===== config.mk =====
export PLATFORM = sky130hd
export DESIGN_NAME = dp_issue_ctrl
export DESIGN_NICKNAME = d
export VERILOG_FILES = /design/src/rtl/dp_pkg.sv /design/src/rtl/dp_cond_check.sv /design/src/rtl/dp_issue_ctrl.sv
export SDC_FILE = /design/constraint.sdc
export NUM_CORES = 1
export LEC_CHECK = 0
export ABC_AREA = 1
export ABC_CLOCK_PERIOD_IN_PS = 1750
export CAP_MARGIN = 15
export CORE_AREA = 3 3 116 118
export DETAILED_ROUTE_END_ITERATION = 6
export DIE_AREA = 0 0 119 121
export SLEW_MARGIN = 20
export SYNTH_ARGS = -nofsm -noshare
export SYNTH_HDL_FRONTEND = slang
export SYNTH_SLANG_ARGS = --single-unit

===== constraint.sdc =====
create_clock -name clk -period 1.75 [get_ports clk]
set_clock_uncertainty 0.1 [all_clocks]
set_input_delay 0.525 -clock clk [delete_from_list [all_inputs] [get_ports clk]]
set_output_delay 0.525 -clock clk [all_outputs]
set_load 0.02 [all_outputs]

===== src/rtl/dp_pkg.sv =====
// Shared types and encodings for the data-processing issue/writeback controller.
package dp_pkg;

  typedef enum logic [1:0] {
    IDLE = 2'd0,
    EXEC = 2'd1,
    WB   = 2'd2
  } state_t;

  localparam logic [3:0] COND_EQ = 4'h0;
  localparam logic [3:0] COND_NE = 4'h1;
  localparam logic [3:0] COND_CS = 4'h2;
  localparam logic [3:0] COND_CC = 4'h3;
  localparam logic [3:0] COND_MI = 4'h4;
  localparam logic [3:0] COND_PL = 4'h5;
  localparam logic [3:0] COND_VS = 4'h6;
  localparam logic [3:0] COND_VC = 4'h7;
  localparam logic [3:0] COND_HI = 4'h8;
  localparam logic [3:0] COND_LS = 4'h9;
  localparam logic [3:0] COND_GE = 4'hA;
  localparam logic [3:0] COND_LT = 4'hB;
  localparam logic [3:0] COND_GT = 4'hC;
  localparam logic [3:0] COND_LE = 4'hD;
  localparam logic [3:0] COND_AL = 4'hE;
  localparam logic [3:0] COND_NV = 4'hF;

  localparam logic [3:0] OP_AND = 4'h0;
  localparam logic [3:0] OP_EOR = 4'h1;
  localparam logic [3:0] OP_SUB = 4'h2;
  localparam logic [3:0] OP_RSB = 4'h3;
  localparam logic [3:0] OP_ADD = 4'h4;
  localparam logic [3:0] OP_ADC = 4'h5;
  localparam logic [3:0] OP_SBC = 4'h6;
  localparam logic [3:0] OP_RSC = 4'h7;
  localparam logic [3:0] OP_TST = 4'h8;
  localparam logic [3:0] OP_TEQ = 4'h9;
  localparam logic [3:0] OP_CMP = 4'hA;
  localparam logic [3:0] OP_CMN = 4'hB;
  localparam logic [3:0] OP_ORR = 4'hC;
  localparam logic [3:0] OP_MOV = 4'hD;
  localparam logic [3:0] OP_BIC = 4'hE;
  localparam logic [3:0] OP_MVN = 4'hF;

  // Rotated-immediate operands reuse the register-ROR shifter mode.
  localparam logic [2:0] SH_ROR_REG = 3'b111;

  // Anything outside the DP class, plus the multiply pattern that shares its space.
  function automatic logic is_illegal(input logic [31:0] ins);
    return (ins[27:26] != 2'b00) || (!ins[25] && (ins[7:4] == 4'b1001));
  endfunction

  // Compare/test opcodes only update flags.
  function automatic logic writes_rd(input logic [3:0] op);
    return !(op inside {OP_TST, OP_TEQ, OP_CMP, OP_CMN});
  endfunction

endpackage


===== src/rtl/dp_cond_check.sv =====
// Combinational ARM condition-code evaluator: pass=1 when cond holds for nzcv.
module dp_cond_check
  import dp_pkg::*;
(
  input  logic [3:0] cond,
  input  logic [3:0] nzcv,
  output logic       pass
);

  logic n, z, c, v;
  assign {n, z, c, v} = nzcv;

  always_comb begin
    pass = 1'b0;
    case (cond)
      COND_EQ: pass = z;
      COND_NE: pass = !z;
      COND_CS: pass = c;
      COND_CC: pass = !c;
      COND_MI: pass = n;
      COND_PL: pass = !n;
      COND_VS: pass = v;
      COND_VC: pass = !v;
      COND_HI: pass = c && !z;
      COND_LS: pass = !c || z;
      COND_GE: pass = (n == v);
      COND_LT: pass = (n != v);
      COND_GT: pass = !z && (n == v);
      COND_LE: pass = z || (n != v);
      COND_AL: pass = 1'b1;
      default: pass = 1'b0;
    endcase
  end

endmodule


===== src/rtl/dp_issue_ctrl.sv =====
// Issue/writeback controller feeding the registered Shift and combinational ALU.
// Define DP_COND_EXEC_EN to evaluate instr[31:28] against the flags; otherwise all execute as AL.
module dp_issue_ctrl
  import dp_pkg::*;
#(
  parameter int DW   = 32,
  parameter int RA_W = 4
) (
  input  logic            clk,
  input  logic            rst,
  input  logic            instr_valid,
  input  logic [31:0]     instr,
  output logic            instr_ready,
  output logic [RA_W-1:0] rf_rn_addr,
  output logic [RA_W-1:0] rf_rm_addr,
  output logic [RA_W-1:0] rf_rs_addr,
  input  logic [DW-1:0]   rf_rn_data,
  input  logic [DW-1:0]   rf_rm_data,
  input  logic [DW-1:0]   rf_rs_data,
  output logic [2:0]      shift_op,
  output logic [7:0]      shift_num,
  output logic [DW-1:0]   shift_data,
  output logic [3:0]      alu_op,
  output logic [DW-1:0]   alu_a,
  output logic            cf,
  output logic            vf,
  input  logic [DW-1:0]   alu_f,
  input  logic [3:0]      alu_nzcv,
  output logic            rf_we,
  output logic [RA_W-1:0] rf_waddr,
  output logic [DW-1:0]   rf_wdata,
  output logic [3:0]      nzcv,
  output logic            done,
  output logic            skipped,
  output logic            illegal
);

  state_t      state, state_next;
  logic [31:0] instr_q;
  logic [3:0]  nzcv_q;
  logic        cond_pass;
  logic        bad_enc;

`ifdef DP_COND_EXEC_EN
  dp_cond_check u_cond (
    .cond (instr_q[31:28]),
    .nzcv (nzcv_q),
    .pass (cond_pass)
  );
  logic unused_bits;
  assign unused_bits = ^rf_rs_data[DW-1:8];
`else
  assign cond_pass = 1'b1;
  logic unused_bits;
  assign unused_bits = ^{rf_rs_data[DW-1:8], instr_q[31:28]};
`endif

  assign bad_enc = is_illegal(instr_q);

  // NOTE: non-blocking assignments so every register samples pre-edge values.
  always_ff @(posedge clk) begin
    if (rst) begin
      state   <= IDLE;
      instr_q <= '0;
      nzcv_q  <= '0;
    end else begin
      state <= state_next;
      if (instr_valid && instr_ready) instr_q <= instr;
      if (state == WB && instr_q[20]) nzcv_q <= alu_nzcv;
    end
  end

  // NOTE: default assignment first so no path leaves state_next unassigned (no latch).
  always_comb begin
    state_next = state;
    case (state)
      IDLE:    if (instr_valid) state_next = EXEC;
      EXEC:    state_next = (bad_enc || !cond_pass) ? IDLE : WB;
      WB:      state_next = IDLE;
      default: state_next = IDLE;
    endcase
  end

  always_comb begin
    instr_ready = 1'b0;
    illegal     = 1'b0;
    skipped     = 1'b0;
    done        = 1'b0;
    rf_we       = 1'b0;
    case (state)
      IDLE: instr_ready = 1'b1;
      EXEC: begin
        illegal = bad_enc;
        skipped = !bad_enc && !cond_pass;
      end
      WB: begin
        done  = 1'b1;
        rf_we = writes_rd(instr_q[24:21]);
      end
      default: ;
    endcase
  end

  // Operand routing is held from the latched word for the whole EXEC/WB window.
  always_comb begin
    shift_data = rf_rm_data;
    shift_op   = instr_q[6:4];
    shift_num  = {3'b000, instr_q[11:7]};
    if (instr_q[25]) begin
      shift_data = DW'(instr_q[7:0]);
      shift_op   = SH_ROR_REG;
      shift_num  = {3'b000, instr_q[11:8], 1'b0};
    end else if (instr_q[4]) begin
      shift_num = rf_rs_data[7:0];
    end
  end

  assign rf_rn_addr = RA_W'(instr_q[19:16]);
  assign rf_rm_addr = RA_W'(instr_q[3:0]);
  assign rf_rs_addr = RA_W'(instr_q[11:8]);
  assign alu_op     = instr_q[24:21];
  assign alu_a      = rf_rn_data;
  assign cf         = nzcv_q[1];
  assign vf         = nzcv_q[0];
  assign nzcv       = nzcv_q;
  assign rf_waddr   = RA_W'(instr_q[15:12]);
  assign rf_wdata   = alu_f;

endmodule


==> summary.md <==
| Metric | Value |
|---|---|
| Synth unique cells | `17` |
| Final nets | `662` |
| Most area-hungry cell type in the Yosys netlist | `dfxtp_1` |
| CTS max path bufs | `2` |
| DRC | `0` |
| Mapped Area | `2610 µm²` |
| Post-DP HPWL | `6890 µm` |
| Initial DRC count | `77` |
| Synth area leaders | `dfxtp_1 (26%), buf_4 (26%), nor2_1 (14%)` |
| Final setup fails | `23` |
| Chip width | `119 µm` |
| Arrival time worst endpoint | `1.24 ns` |
| Port Buffers | `147` |
| Placed insts | `654` |
| Clock share of power | `31.1%` |
| Post-synthesis register bit count | `34` |
| Maximum vdd drop | `0.000306 V` |
| Switching part of the total | `32.6%` |
| Final WS setup | `-0.120 ns` |
| Post-route ant nets | `0` |
| Clock sink count | `34` |
| Register area share after synthesis | `26.1%` |
| Power Density | `696 nW/µm²` |
| Core ar. | `12600 µm²` |
| DIE AREA | `14400 µm²` |
| Commonest non-fill, non-tap cell in the layout | `nor2_1` |
| Mean Syn Cell Area | `6.23 µm²` |
| Post-synth top area share | `26.1%` |
| Vias in the first global route | `2492` |
| I/O Pins | `305` |
| Gpl congestion | `0.734` |
| 1st-pass router iterations | `6` |
| Finished Cell Area | `4120 µm²` |
| Mapped Cells | `419` |
| Via Count | `2568` |
| Grt total ovfl | `0` |
| # diodes | `0` |
| Area post-placement | `3760 µm²` |
| Sw Pwr | `935 µW` |
| Period utilization | `107%` |
| Final hold violation count | `0` |
| Row count | `41` |
| Share of cells above drive strength 1 | `25.4%` |
| Fin cells | `668` |
| Latest clock arrival within the worst-skew pair | `0.28 ns` |
| Per-cell routed wire length | `13.3 µm` |
| Largest net degree at the start of global routing | `30` |
| Vias/cell | `3.84` |
| Total GRT Usage | `12.1%` |
| Worst setup path class | `flip-flop to output pin` |
| Most frequent cells in the layout | `nor2_1 (80), nand2_1 (68), dlygate4sd2_1 (66)` |
| Htree depth | `2` |
| Clk slew on worst S/H paths | `0.05 ns` |
| Area Overhead vs Synth | `58.0%` |
| Max-slew violations | `0` |
| First-pass GRT wire length | `13700 µm` |
| Pint | `1.94 mW` |
| Outcome | `finished, violations left` |
| Unrepaired setup endpoints after global routing | `yes` |
| Antenna violations before repair | `0` |
| DRT Wirelength | `8910 µm` |
| Overall power | `2.87 mW` |
| CTS tree | `built` |
| Seq pwr share | `30.5%` |
| Initial core utilization | `20.8%` |
| P_leak | `2.22 nW` |
| Post-route minimum period | `1.87 ns` |
| Worst Path Required | `1.12 ns` |
| CTS Buf Count | `5` |
| Combinational power share | `38.4%` |
| Synth Net Count | `586` |
| Hold WC Path Type | `flip-flop to flip-flop` |
| Startpoint Class | `flip-flop` |
| Setup crit end kind | `output pin` |
| Clock root cell | `clkbuf_16` |
| Number of max-cap violations | `0` |
| Die Y | `121 µm` |
| Max Fclk | `535 MHz` |
| Worst Path Max Fanout | `4` |
| Violated checks | `setup timing` |
| Yosys warns | `0` |
[registers in the layout (all words and copies together) (netlist names)]
signal / cells
state: 2
instr_q: 28
nzcv: 4
[final timing paths]
path / startpoint / end / slack, ns / cells after the start
worst max-delay path: instr_q[25] / illegal / -0.12 / 5
worst min-delay path: instr_q[6] / instr_q[6] / 0.37 / 2
worst max register to register: state[1] / instr_q[14] / 0.16 / 8
worst min register to register: instr_q[6] / instr_q[6] / 0.37 / 2
[power groups by stage]
| stage | registers [mW] | logic (mW) | clock network, mW |
|---|---|---|---|
| detailed placement | 0.890 | 1.04 | 0 |
| floorplan | 0.882 | 0.744 | 0 |
| finish | 0.876 | 1.10 | 0.894 |
| global placement | 0.888 | 1.04 | 0 |
| global route | 0.886 | 1.19 | 0.972 |
| CTS | 0.876 | 1.08 | 0.932 |
[stage by stage]
step	TNS, ns	setup slack [ns]	utilization, %	hold slack [ns]
after floorplan	0	0.0690	-	0.340
after global placement	-25.50	-0.752	29.9	0.351
after detailed placement	-25.19	-0.749	29.9	0.359
after CTS	-1.25	-0.172	31.9	0.373
after global routing	-2.14	-0.189	32.8	0.394
final	-0.725	-0.120	32.8	0.368
[kinds of logic (layout without fill, tap and decap cells)]
logic type,count (synthesis),after routing,synth area share [%]
buffers and inverters,171,248,38.9
AND/OR/NAND/NOR,208,208,33.9
other,1,1,0.144
AO/OA/AOI/OAI,5,5,0.959
flip-flops,34,34,26.1
[cells in the mapped netlist]
| master | count |
|---|---|
| inv_1 | 66 |
| conb_1 | 1 |
| nand2_2 | 1 |
| a21oi_1 | 3 |
| buf_6 | 4 |
| nand3_1 | 25 |
| nand2_1 | 76 |
| inv_4 | 1 |
| buf_4 | 89 |
| dfxtp_1 | 34 |
| nor2_4 | 1 |
| nand3_2 | 10 |
| nor2_1 | 95 |
| clkbuf_1 | 1 |
| buf_1 | 4 |
| buf_2 | 6 |
| o21ai_0 | 2 |
[final cells by class]
class,instances,area (µm²)
clock buffer,7,143
inverter,67,259
sequential,34,689
tap,172,215
multi-input combinational,214,1080
fill,1363,8440
timing repair buffer,173,1730
clock inverter,1,5.00
[worst max-delay path, stage by stage (launching register included)]
cell and delay [ns]:
dfxtp_4 0.37, buf_6 0.12, nor2_4 0.11, nand3_4 0.09, a21oi_2 0.14, buf_6 0.13
[metal layers]
| layer | global-route usage (%) | vias to the layer above | routed length [µm] |
|---|---|---|---|
| met5 | 0 | - | 0 |
| met4 | 5.43 | 0 | 351 |
| li1 | - | 1288 | - |
| met2 | 21.1 | 94 | 4500 |
| met3 | 4.29 | 34 | 726 |
| met1 | 13.0 | 1152 | 3340 |
[repair_timing]
action | 4_1_cts | 5_1_grt
hold buffers | 0 | 0
setup endpoints to repair | 72 | 37
gates cloned | 3 | 0
pin swaps | 44 | 4
resized for setup | 362 | 30
setup buffers | 2 | 1
(Power assumes the default switching activity.)
